### config.mk
export PLATFORM = sky130hd
export DESIGN_NAME = ctl_charlieplex_scroll
export DESIGN_NICKNAME = d
export VERILOG_FILES = /design/src/rtl/ctl_charlieplex_scroll.sv
export SDC_FILE = /design/constraint.sdc
export NUM_CORES = 1
export LEC_CHECK = 0
export BUFFER_PORTS_ARGS = -buffer_cell sky130_fd_sc_hd__buf_4
export CAP_MARGIN = 40
export CORE_UTILIZATION = 50
export CTS_CLUSTER_DIAMETER = 120
export CTS_CLUSTER_SIZE = 24
export DETAILED_ROUTE_END_ITERATION = 7
export GPL_TIMING_DRIVEN = 0
export HOLD_SLACK_MARGIN = 0.15
export PLACE_DENSITY = 0.68
export SLEW_MARGIN = 20
export SYNTH_ARGS = -nofsm -noshare
export SYNTH_HDL_FRONTEND = slang
export SYNTH_SLANG_ARGS = --single-unit
export TNS_END_PERCENT = 10
### constraint.sdc
create_clock -name clk_i -period 3.2 [get_ports clk_i]
set_clock_uncertainty 0.2 [all_clocks]
set_input_delay 0 -clock clk_i [delete_from_list [all_inputs] [get_ports clk_i]]
set_output_delay 0 -clock clk_i [all_outputs]
set_load 0.05 [all_outputs]
### src/rtl/ctl_charlieplex_scroll.sv
// Scrolls a stream of 5-pixel columns across a 7x5 charlieplexed screen by
// rewriting the peripheral's five row registers over Wishbone on every step.
module ctl_charlieplex_scroll #(
  parameter int TicksPerStep = 1000000,
  parameter int FifoDepth    = 8
) (
  input  logic       clk_i,
  input  logic       rst_i,
  input  logic [4:0] s_data_i,
  input  logic       s_valid_i,
  output logic       s_ready_o,
  output logic       wb_we_o,
  output logic [3:0] wb_adr_o,
  output logic [7:0] wb_dat_o,
  output logic       wb_stb_o,
  input  logic [7:0] wb_dat_i,
  input  logic       wb_ack_i,
  output logic       empty_o
);

  localparam int PtrW  = $clog2(FifoDepth);
  localparam int TickW = $clog2(TicksPerStep);
  localparam logic [TickW-1:0] TickLast = TickW'(TicksPerStep - 1);
  localparam logic [PtrW:0]    FifoFull = (PtrW + 1)'(FifoDepth);

  typedef enum logic [1:0] {IDLE, SHIFT, WRITE} state_t;

  state_t             state_reg, state_next;
  logic               pending_reg, pending_next;
  logic [2:0]         row_reg, row_next;
  logic [TickW-1:0]   tick_reg;
  logic [6:0][4:0]    win_reg;
  logic [4:0]         mem [FifoDepth];
  logic [PtrW-1:0]    wr_ptr_reg, rd_ptr_reg;
  logic [PtrW:0]      count_reg;
  logic               step, push, pop, full, empty;
  logic [4:0]         head;
  logic [6:0]         row_bits;
  logic               unused_rd;

  assign unused_rd = ^wb_dat_i;

  assign full  = (count_reg == FifoFull);
  assign empty = (count_reg == '0);
  assign push  = s_valid_i && !full;
  assign pop   = (state_reg == SHIFT) && !empty;
  assign head  = empty ? 5'b0 : mem[rd_ptr_reg];
  assign step  = (tick_reg == TickLast);

  assign s_ready_o = !full;
  assign empty_o   = empty;

  // FIFO storage carries no reset; only pointers and count define its contents.
  always_ff @(posedge clk_i) begin
    if (push) mem[wr_ptr_reg] <= s_data_i;
  end

  always_ff @(posedge clk_i or posedge rst_i) begin
    if (rst_i) begin
      wr_ptr_reg <= '0;
      rd_ptr_reg <= '0;
      count_reg  <= '0;
    end else begin
      if (push) wr_ptr_reg <= wr_ptr_reg + 1'b1;
      if (pop)  rd_ptr_reg <= rd_ptr_reg + 1'b1;
      case ({push, pop})
        2'b10:   count_reg <= count_reg + 1'b1;
        2'b01:   count_reg <= count_reg - 1'b1;
        default: count_reg <= count_reg;
      endcase
    end
  end

  always_ff @(posedge clk_i or posedge rst_i) begin
    if (rst_i) begin
      tick_reg    <= '0;
      state_reg   <= IDLE;
      pending_reg <= 1'b0;
      row_reg     <= '0;
      win_reg     <= '0;
    end else begin
      tick_reg    <= step ? '0 : tick_reg + 1'b1;
      state_reg   <= state_next;
      pending_reg <= pending_next;
      row_reg     <= row_next;
      if (state_reg == SHIFT) win_reg <= {head, win_reg[6:1]};
    end
  end

  // A step that lands while busy is remembered once; extra ones are dropped.
  always_comb begin
    state_next   = state_reg;
    pending_next = pending_reg;
    row_next     = row_reg;
    case (state_reg)
      IDLE: begin
        if (step || pending_reg) begin
          state_next   = SHIFT;
          pending_next = 1'b0;
        end
      end
      SHIFT: begin
        if (step) pending_next = 1'b1;
        row_next   = '0;
        state_next = WRITE;
      end
      WRITE: begin
        if (step) pending_next = 1'b1;
        if (wb_ack_i) begin
          if (row_reg == 3'd4) state_next = IDLE;
          else                 row_next   = row_reg + 1'b1;
        end
      end
      default: state_next = IDLE;
    endcase
  end

  generate
    for (genvar gi = 0; gi < 7; gi++) begin : g_row_bits
      assign row_bits[gi] = win_reg[gi][row_reg];
    end
  endgenerate

  assign wb_stb_o = (state_reg == WRITE);
  assign wb_we_o  = wb_stb_o;
  assign wb_adr_o = wb_stb_o ? {1'b0, row_reg} : 4'd0;
  assign wb_dat_o = wb_stb_o ? {1'b0, row_bits} : 8'd0;

endmodule

==> flow_summary.yaml <==
clock_network:
  cts_hold_buf: 9
  clock_path_buffers: 2
  cts.root.buffer_cell: "sky130_fd_sc_hd__clkbuf_8"
  numClockSinks: 111
  tritoncts_clock_tree: "built"
  clk_pin_slew_ps: 100
  cts_setup_buffers: 0
  htreeDepth: 3
  numCtsBuffers: 9
  clkLatencyLatePin_ps: 370
  postCtsResizedCells: 0
drt:
  postRouteAntennaNets: 0
  total_wire_length_after_detailed_routing_microns: 8620
  dr.pass1.iters: 4
  post_drt_wl_per_cell_microns: 15.6
  drc_markers: 0
  number_of_design_rule_violations_left_by_the_first_detailed_router_iteration: 93
  vias_per_cell: 5.38
  num_vias: 2978
grt:
  grt_use_total_pct: 17.6
  grt_start_max_net_pins: 56
  grt_first_pass_wirelength_microns: 15000
  first_global_vias: 3011
  grt_remaining_overflow: 0
  grt_antenna_before_repair: 0
critical_path:
  endpoint_of_the_worst_register_to_register_path: "count_reg[3]$_DFFE_PP0P_"
  setup.worst_path.start_class: "flip-flop"
  reg2reg_slack_ps: 300
  r2r.worst_path.cells: 11
  crit_fanout: 8
  class_of_the_most_critical_setup_path: "flip-flop to flip-flop"
  worst_path_dominant_cell_family: "buffers and inverters"
  timing.critical_path.buf_inv: 4
  critPathSlowestCell: "sky130_fd_sc_hd__dfrtp_1"
  timing.rr.start: "state_reg[1]$_DFFE_PP0P_"
  required_ps: 3260
  slowest_delay_ps: 420
  chain_of_cells_forming_the_critical_path: "inv_1 -> ha_1 -> clkbuf_1 -> nand2b_1 -> buf_4 -> inv_1 -> ha_1 -> and4bb_2 -> a2111oi_0 -> nor3_1 -> xor2_1"
  cp_endpoint_kind: "flip-flop"
  cp.arrival_ps: 2970
synthesis:
  postSynth.asyncResetShare_pct: 64.0
  post_synthesis_average_cell_area_sq_um: 14.0
  yosys_warnings: 0
  sequential_area_share_after_synthesis_pct: 57.3
  synth_cell_type_count: 52
  postSynthRegisterBits: 111
  syn-cell-area_sq_um: 5200
  syn_inst: 372
  synth-edff-count: 40
  ys.flop_type: "sky130_fd_sc_hd__dfrtp_1"
finish:
  largest_register_ff_count: 40
  flow.area_growth_from_synthesis_pct: 12.2
  drive_gt1_share_pct: 26.6
  antenna_cells: 0
  design.final.nets: 446
pwr:
  power_density_nw_per_um2: 485
  seq_power_share_pct: 59.6
  internal-power_w: 0.00206
  power.clock.fraction_pct: 27.3
  netSwitchingPower_w: 0.000769
  leakage_nw: 2.45
  vdd_ir_drop_max_uv: 434
  comb_power_share_pct: 13.1
  power_switching_share_pct: 27.2
sta:
  timing.final.crit_period_ps: 2900
  final-hold-violation-count: 0
  tcrit_tclk_final_pct: 90.7
  grt_setup_unrepaired: "no"
  slew-limit-headroom_pct: 47.3
  setup_viol: 0
  max_freq_mhz: 344
  whs_ps: 199
  maxSlewViolCount: 0
  fin_tns_setup_ps: 0
  timing_worst_slew_pin_value_ps: 785
hold_path:
  hold_path_depth: 2
  worst_hold_path_type: "primary input to flip-flop"
  min-delay-start: "s_data_i[2]"
  worst_hold_endpoint: "mem[5][2]$_DFFE_PP_"
floorplan:
  fp.dieH_microns: 104
  ioPinCount: 33
  start_util_pct: 52.5
  floorplan.core_area_sq_um: 9910
  die_area_sq_um: 10800
  rows: 36
  dieWidth_microns: 104
placed_design:
  io_buffer_count: 22
  place_hpwl_microns: 6000
  gp_congestion: 0.698
status:
  outcome: "finished, final reports clean"
flow_run:
  drv_cap: 0
==> routing by layer <==
layer | routed length (microns) | GRT usage [%]
met4 | 110 | 6.02
met3 | 206 | 3.88
met2 | 4090 | 28.3
met1 | 4210 | 23.8
met5 | 0 | 0
==> Yosys cell counts, types with 4 or more instances <==
library cell	n	area share (%)
sky130_fd_sc_hd__nand2b_1	11	1.3
sky130_fd_sc_hd__a21oi_1	4	0.39
sky130_fd_sc_hd__edfxtp_1	40	23
sky130_fd_sc_hd__nand4_1	4	0.48
sky130_fd_sc_hd__xnor2_1	10	1.7
sky130_fd_sc_hd__nor2_1	21	1.5
sky130_fd_sc_hd__mux4_2	17	7.4
sky130_fd_sc_hd__xor2_1	11	1.9
sky130_fd_sc_hd__dfrtp_1	71	34
sky130_fd_sc_hd__buf_2	5	0.48
sky130_fd_sc_hd__nor3_1	7	0.67
sky130_fd_sc_hd__and3_1	6	0.72
sky130_fd_sc_hd__mux2_2	32	6.9
sky130_fd_sc_hd__ha_1	13	3.1
sky130_fd_sc_hd__nand3_1	15	1.4
sky130_fd_sc_hd__buf_4	6	0.87
sky130_fd_sc_hd__mux2i_1	8	1.5
sky130_fd_sc_hd__o2bb2ai_1	7	1.2
sky130_fd_sc_hd__inv_1	8	0.58
sky130_fd_sc_hd__nand2_1	19	1.4
sky130_fd_sc_hd__a21boi_0	7	1.0
sky130_fd_sc_hd__clkbuf_1	6	0.43
==> power groups by stage <==
| stage | clock [W] | sequential (W) | combinational [W] |
|---|---|---|---|
| CTS | 0.000814 | 0.00168 | 0.000379 |
| global route | 0.000857 | 0.00170 | 0.000415 |
| floorplan | 0 | 0.00169 | 0.000287 |
| detailed placement | 0 | 0.00171 | 0.000370 |
| finish | 0.000773 | 0.00168 | 0.000371 |
| global placement | 0 | 0.00171 | 0.000354 |
==> cell type report <==
| cell class | instances | area [sq um] |
|---|---|---|
| Fill cell | 797 | 4080 |
| Sequential cell | 111 | 2980 |
| Multi-Input combinational cell | 235 | 2080 |
| Timing Repair Buffer | 32 | 283 |
| Tap cell | 133 | 166 |
| Clock buffer | 9 | 124 |
| Buffer | 19 | 115 |
| Clock inverter | 7 | 52.6 |
| Inverter | 8 | 32.5 |
==> per-stage QoR <==
stage / util (%) / total power [W] / setup slack (ps) / cells / area (sq um)
2_1_floorplan: - / 0.00198 / 263 / 373 / 5200
3_3_place_gp: 55.9 / 0.00206 / 304 / 528 / 5540
3_5_place_dp: 56.2 / 0.00208 / 299 / 529 / 5570
4_1_cts: 58.9 / 0.00288 / 291 / 554 / 5830
5_1_grt: 58.9 / 0.00297 / 111 / 554 / 5830
6_report: 58.9 / 0.00283 / 296 / 554 / 5830
==> logic make-up (layout without fill, tap and decap cells) <==
kind of cell	after synthesis	after routing	share of synthesized area (%)
mux	58	58	16.1
other cells	1	2	0.0721
buf+inv	27	75	2.79
simple gates	112	112	12.9
xor+xnor	21	21	3.54
flops	111	111	57.3
compound gates	29	29	4.14
fa+ha+maj	13	13	3.13
==> placed cells by master (no fill, tap or decap), types with 3 or more instances in the layout <==
cell type | Yosys | routed
sky130_fd_sc_hd__buf_4 | 6 | 28
sky130_fd_sc_hd__and2_1 | 3 | 3
sky130_fd_sc_hd__clkbuf_1 | 6 | 6
sky130_fd_sc_hd__mux4_2 | 17 | 17
sky130_fd_sc_hd__nand3_1 | 15 | 15
sky130_fd_sc_hd__nand4_1 | 4 | 4
sky130_fd_sc_hd__o2bb2ai_1 | 7 | 7
sky130_fd_sc_hd__nor2_1 | 21 | 21
sky130_fd_sc_hd__clkbuf_8 | 0 | 9
sky130_fd_sc_hd__nand2_1 | 19 | 19
sky130_fd_sc_hd__dlygate4sd3_1 | 0 | 9
sky130_fd_sc_hd__ha_1 | 13 | 13
sky130_fd_sc_hd__dfrtp_1 | 71 | 71
sky130_fd_sc_hd__mux2i_1 | 8 | 8
sky130_fd_sc_hd__inv_6 | 0 | 3
sky130_fd_sc_hd__mux2_2 | 32 | 32
sky130_fd_sc_hd__a21oi_1 | 4 | 4
sky130_fd_sc_hd__a21boi_0 | 7 | 7
sky130_fd_sc_hd__and3_1 | 6 | 6
sky130_fd_sc_hd__edfxtp_1 | 40 | 40
sky130_fd_sc_hd__nor4_1 | 3 | 3
sky130_fd_sc_hd__nand2b_1 | 11 | 11
sky130_fd_sc_hd__xor2_1 | 11 | 11
sky130_fd_sc_hd__and4_1 | 3 | 3
sky130_fd_sc_hd__xnor2_1 | 10 | 10
sky130_fd_sc_hd__inv_1 | 8 | 7
sky130_fd_sc_hd__buf_2 | 5 | 5
sky130_fd_sc_hd__nor3_1 | 7 | 7
==> worst max-delay path by stage <==
stage / start / slack [ps] / endpoint / cells past startpoint
finish: state_reg[1]$_DFFE_PP0P_ / 300 / count_reg[3]$_DFFE_PP0P_ / 11
global placement: rst_i / 300 / wr_ptr_reg[1]$_DFFE_PP0P_ / 2
global route: state_reg[1]$_DFFE_PP0P_ / 110 / count_reg[3]$_DFFE_PP0P_ / 11
floorplan: count_reg[1]$_DFFE_PP0P_ / 260 / count_reg[3]$_DFFE_PP0P_ / 10
detailed placement: state_reg[1]$_DFFE_PP0P_ / 300 / count_reg[3]$_DFFE_PP0P_ / 11
CTS: state_reg[1]$_DFFE_PP0P_ / 290 / count_reg[3]$_DFFE_PP0P_ / 11
No activity file was read; power rests on OpenSTA's default activity.
